===== src/rtl/sw_db_pkg.sv =====
// Shared constants for the slide-switch debouncer.
//   CLK_HZ            : frequency of CLK100MHZ
//   ms_to_cycles()    : converts a debounce window in milliseconds to clock cycles
//   DEFAULT_DB_CYCLES : default stability window (10 ms)
package sw_db_pkg;

  localparam int unsigned CLK_HZ = 100_000_000;

  // Cycles of CLK100MHZ spanning the given number of milliseconds.
  function automatic int unsigned ms_to_cycles(input int unsigned ms);
    return (CLK_HZ / 1000) * ms;
  endfunction

  localparam int unsigned DEFAULT_DB_CYCLES = ms_to_cycles(10);

endpackage


===== src/rtl/sw_debounce_bit.sv =====
// One-switch conditioner: 2-FF synchronizer followed by a stability counter.
//   CLK100MHZ  : clock
//   CPU_RESETN : async active-low reset
//   sw_raw     : raw switch level, asynchronous, may bounce
//   db         : debounced level (registered)
//   rise/fall  : one-cycle pulses coinciding with a db update (registered)
//   accept_c   : combinational, high in the cycle before db updates
module sw_debounce_bit
  import sw_db_pkg::*;
#(
  parameter int unsigned DB_CYCLES = DEFAULT_DB_CYCLES
) (
  input  logic CLK100MHZ,
  input  logic CPU_RESETN,
  input  logic sw_raw,
  output logic db,
  output logic rise,
  output logic fall,
  output logic accept_c
);

  localparam int unsigned     CW      = $clog2(DB_CYCLES);
  localparam logic [CW-1:0]   CNT_MAX = CW'(DB_CYCLES - 1);

  logic          s1;
  logic          s2;
  logic [CW-1:0] cnt;
  logic [CW-1:0] cnt_nxt;
  logic          db_nxt;
  logic          rise_nxt;
  logic          fall_nxt;

  // Count consecutive cycles where the synchronized level differs from db;
  // any return to the current level clears the count.
  always_comb begin
    cnt_nxt  = '0;
    db_nxt   = db;
    rise_nxt = 1'b0;
    fall_nxt = 1'b0;
    accept_c = 1'b0;
    if (s2 != db) begin
      if (cnt == CNT_MAX) begin
        db_nxt   = s2;
        accept_c = 1'b1;
        rise_nxt = s2;
        fall_nxt = ~s2;
      end else begin
        cnt_nxt = cnt + CW'(1);
      end
    end
  end

  // Synchronizer, counter and output registers.
  always_ff @(posedge CLK100MHZ or negedge CPU_RESETN) begin
    if (!CPU_RESETN) begin
      s1   <= 1'b0;
      s2   <= 1'b0;
      cnt  <= '0;
      db   <= 1'b0;
      rise <= 1'b0;
      fall <= 1'b0;
    end else begin
      s1   <= sw_raw;
      s2   <= s1;
      cnt  <= cnt_nxt;
      db   <= db_nxt;
      rise <= rise_nxt;
      fall <= fall_nxt;
    end
  end

endmodule


===== src/rtl/sw_debouncer.sv =====
// Debounces the N_SW raw slide switches into clean levels plus edge pulses.
//   CLK100MHZ  : clock
//   CPU_RESETN : async active-low reset
//   SW         : raw switch inputs
//   SW_DB      : debounced levels
//   SW_RISE    : per-bit 0->1 pulses
//   SW_FALL    : per-bit 1->0 pulses
//   SW_CHANGED : any pulse this cycle
module sw_debouncer
  import sw_db_pkg::*;
#(
  parameter int unsigned N_SW      = 16,
  parameter int unsigned DB_CYCLES = DEFAULT_DB_CYCLES
) (
  input  logic            CLK100MHZ,
  input  logic            CPU_RESETN,
  input  logic [N_SW-1:0] SW,
  output logic [N_SW-1:0] SW_DB,
  output logic [N_SW-1:0] SW_RISE,
  output logic [N_SW-1:0] SW_FALL,
  output logic            SW_CHANGED
);

  logic [N_SW-1:0] accept;

  // One independent conditioner per switch.
  for (genvar i = 0; i < N_SW; i++) begin : g_bit
    sw_debounce_bit #(
      .DB_CYCLES (DB_CYCLES)
    ) u_bit (
      .CLK100MHZ  (CLK100MHZ),
      .CPU_RESETN (CPU_RESETN),
      .sw_raw     (SW[i]),
      .db         (SW_DB[i]),
      .rise       (SW_RISE[i]),
      .fall       (SW_FALL[i]),
      .accept_c   (accept[i])
    );
  end

  // Built from the per-bit accept terms so it lands in the same cycle as the pulses.
  always_ff @(posedge CLK100MHZ or negedge CPU_RESETN) begin
    if (!CPU_RESETN) begin
      SW_CHANGED <= 1'b0;
    end else begin
      SW_CHANGED <= |accept;
    end
  end

endmodule


===== config.mk =====
export PLATFORM = sky130hd
export DESIGN_NAME = sw_debouncer
export DESIGN_NICKNAME = d
export VERILOG_FILES = /design/src/rtl/sw_db_pkg.sv /design/src/rtl/sw_debounce_bit.sv /design/src/rtl/sw_debouncer.sv
export SDC_FILE = /design/constraint.sdc
export NUM_CORES = 1
export LEC_CHECK = 0
export ABC_AREA = 1
export CORE_UTILIZATION = 40
export CTS_CLUSTER_DIAMETER = 200
export DETAILED_ROUTE_END_ITERATION = 10
export MAX_ROUTING_LAYER = met4
export PLACE_DENSITY = 0.56
export SETUP_SLACK_MARGIN = 0.4
export SLEW_MARGIN = 25
export SYNTH_ARGS = -nofsm -noshare
export SYNTH_HDL_FRONTEND = slang
export SYNTH_SLANG_ARGS = --single-unit
export TNS_END_PERCENT = 100

===== constraint.sdc =====
create_clock -name CLK100MHZ -period 1.65 [get_ports CLK100MHZ]
set_input_delay 0.33 -clock CLK100MHZ [delete_from_list [all_inputs] [get_ports CLK100MHZ]]
set_output_delay 0.33 -clock CLK100MHZ [all_outputs]
set_load 0.01 [all_outputs]

==> impl_results.md <==
* CP peak stage delay at just under 0.4 ns
* Area after DPL at between 20000 and 25000 um2
* HP Class: in2reg
* Die X at ~230 um
* Setup WS pre-CTS at -0.0248 ns
* Yosys reg bits at 401
* Status: complete, no violations
* Fmax at ~630 MHz
* Worst R2R Setup Slack at 0.06 ns
* Slew @ Worst Pin at ~0.44 ns
* Yosys warns at 0
* GRT Residual Overflow at 0
* Total chip power at between 20 and 25 mW
* Pleak at 12.3 nW
* Post-synthesis cell area at 20100 um2
* Clk pwr share at 0.488
* Clock Tree Root: clkbuf_16
* Non-Filler Cell Area, Final at approximately 28000 um2
* Crit path launch type: register
* Seq/Total Area, Yosys at 0.498
* Pin count of the biggest net entering global routing at 65
* Final #Nets at around 2900
* Tot GR Track Use at 0.192
* Antenna violations before repair at 0
* Fin cells at between 3000 and 4000
* Most used DFF post-synth: dfrtp_1
* Ant diodes at 0
* Inst Count DP at 3192
* Seq pwr share at 0.457
* CTS Sinks at between 400 and 500
* Syn_area_per_cell at approximately 8.2 um2
* DRC at 0
* Post-synth EDFFs at 0
* Clk slew on worst S/H paths at 0.06 ns
* Final Skew at between 0.01 and 0.015 ns
* Critical path arrival at 2.05 ns
* Final RePlAce weighted congestion at ~0.87
* Slew Viols, Final at 0
* Final Util at 0.569
* CP required at around 2.1 ns
* Setup_tns at 0 ns
* Drt pass-1 iters at 5
* Rows at a little over 80
* RSZ-0062 raised after global routing: true
* Total internal power at 17.0 mW
* DR WL/cell at 13.5 um
* H-tree depth at 2
* Max clock buf depth at 3
* DR iter-0 viols at 800
* Later-pin clock latency in the skew report at around 0.57 ns
* Cell variety after synth at between 40 and 50
* Max Cap Viol at 0
* Starting Density at 0.408
* Final hold violations at 0
* Fillcell total at around 4400
* WS Path Type: reg2reg
* Io pins at between 60 and 70
* Max rail drop VDD at about 0.66 mV
* Sw Share at 0.228
* Critical path endpoint category: register
* Post-DRT Antenna Nets at 0
* Crit-path cells: ha_2 > nand2_2 > nor2_4 > inv_2 > nor2_4 > a21oi_4 > buf_12 > buf_6 > o21ai_1 > nor2_1
* Most frequent cells in the layout: dfrtp_1 (378), nor2_1 (371), nand2_1 (328), buf_4 (252), inv_1 (230)
* Area of the die at between 50000 and 60000 um2
* CP max-delay cell: dfrtp_1
* NetSw at 5.03 mW
* DR vias at approximately 17000
* Crit path max-delay family: flip-flops
* P&R area growth vs syn at 39.4%
* Most common cell after layout, fill and taps aside: dfrtp_1
* CP dominant cell by count: nor2_4
* Final worst path period need at roughly 1.6 ns
* CTS tree: done
* Die Y-Extent at 226 um
* Pwr/cell area at slightly below 800 nW/um2
* Detailed Place HPWL at around 31 mm
* Relative slew slack at 0.706
* Core Region at about 50000 um2
* Asr flop ratio synth at 1.00
* Cts bufs inserted at 47
* Tcrit/Tclk final at 0.966
* Mapped Cells at ~2400
* DR vias/cell at approximately 4.8
* Setup violators final at 0
* Drt total wl at approximately 48 mm
* Share of layout cells above drive strength 1 at 0.381
* Vias in the first global route at 17000
* Buf/Inv on CP at 3
* Crit-path max FO at 7
* First-pass GRT wire length at approximately 79 mm
* Hold WS at 0.188 ns
* Port Buf Inserts at 66
* Syn Nets at between 2000 and 2500
* Setup ws final at ~0.056 ns
* Combinational power share at 0.055
registers in the layout, indices dropped and copies added, names as in the netlist:
| signal | flops |
|---|---|
| SW_CHANGED | 1 |
| g_bit.u_bit.cnt | 320 |
| g_bit.u_bit.db | 16 |
| g_bit.u_bit.fall | 16 |
| g_bit.u_bit.rise | 16 |
| g_bit.u_bit.s1 | 16 |
| g_bit.u_bit.s2 | 16 |
cell usage after synthesis (7+ instances only):
| library cell | instances | share of area |
|---|---|---|
| nand4_1 | 45 | 0.014 |
| nor3_2 | 13 | 0.0065 |
| a31oi_1 | 14 | 0.0043 |
| or2_2 | 9 | 0.0028 |
| ha_1 | 16 | 0.0099 |
| nor2_4 | 18 | 0.010 |
| nor2_2 | 42 | 0.013 |
| nor3b_1 | 23 | 0.0086 |
| o21ai_1 | 10 | 0.0025 |
| nor4_1 | 9 | 0.0028 |
| xnor2_1 | 26 | 0.011 |
| o21ai_0 | 70 | 0.017 |
| and3_1 | 8 | 0.0025 |
| or2_1 | 8 | 0.0025 |
| nand2_2 | 19 | 0.0059 |
| nor2_1 | 475 | 0.089 |
| a21oi_1 | 89 | 0.022 |
| nand3_2 | 14 | 0.0070 |
| inv_1 | 284 | 0.053 |
| nand3b_1 | 12 | 0.0045 |
| xor2_1 | 73 | 0.032 |
| nor3b_2 | 7 | 0.0043 |
| nor3_1 | 121 | 0.030 |
| buf_4 | 51 | 0.019 |
| dfrtp_1 | 401 | 0.50 |
| inv_2 | 36 | 0.0067 |
| nand2_1 | 403 | 0.075 |
| nand3_1 | 121 | 0.030 |
power by group through the flow:
stage,logic [mW],registers [mW],clock network [mW]
floorplan,0.373,10.2,0
global placement,0.815,10.2,0
detailed placement,0.834,10.2,0
CTS,1.08,10.1,11.1
global route,1.35,10.1,11.5
finish,1.21,10.1,10.8
logic make-up after synthesis:
family	share of synthesized area
and+or+nand+nor	0.315
buffers and inverters	0.0794
adders and majority gates	0.00994
AOI/OAI and AO/OA	0.0542
DFF	0.498
xor gates and xnor gates	0.0430
worst register-to-register path: stages, from the launching register on:
cell	delay, ns
dfrtp_1	0.39
ha_2	0.20
nand2_2	0.07
nor2_4	0.15
inv_2	0.08
nor2_4	0.12
a21oi_4	0.08
buf_12	0.16
buf_6	0.12
o21ai_1	0.06
nor2_1	0.05
routing by layer:
layer	global-route usage	vias to the layer above	routed length, um
li1	-	8574	-
met1	0.236	8128	21200
met2	0.324	188	24200
met3	0.0324	76	1480
met4	0.0536	0	1040
met5	-	-	0
final timing paths:
kind / start / to / depth (start not counted)
max: g_bit[8].u_bit.cnt[0] / g_bit[8].u_bit.cnt[19] / 10
min: SW[5] / g_bit[5].u_bit.s1 / 1
max reg2reg: g_bit[8].u_bit.cnt[0] / g_bit[8].u_bit.cnt[19] / 10
min reg2reg: g_bit[5].u_bit.s1 / g_bit[5].u_bit.s2 / 0
max in group asynchronous: CPU_RESETN / g_bit[12].u_bit.cnt[14] / 4
min in group asynchronous: CPU_RESETN / g_bit[4].u_bit.cnt[2] / 2
final cells by class:
type,count,area [um2],area share
clock buffers,60,1270,0.0454
flip-flops and latches,401,10100,0.358
repair buffers,384,3230,0.115
clock inverters,24,310,0.0111
well taps,664,831,0.0296
multi-input cells,1676,11000,0.392
repair inverters,2,23.8,0.000847
inverters,320,1330,0.0472
timing repair:
item,in CTS,in global routing
resized for setup,489,321
hold buffers,1,0
setup endpoints to repair,378,410
setup buffers,153,95
pin swaps,128,139
hold endpoints to repair,300,0
cloned,6,0
Note: power is estimated with default switching activity, not from simulation.
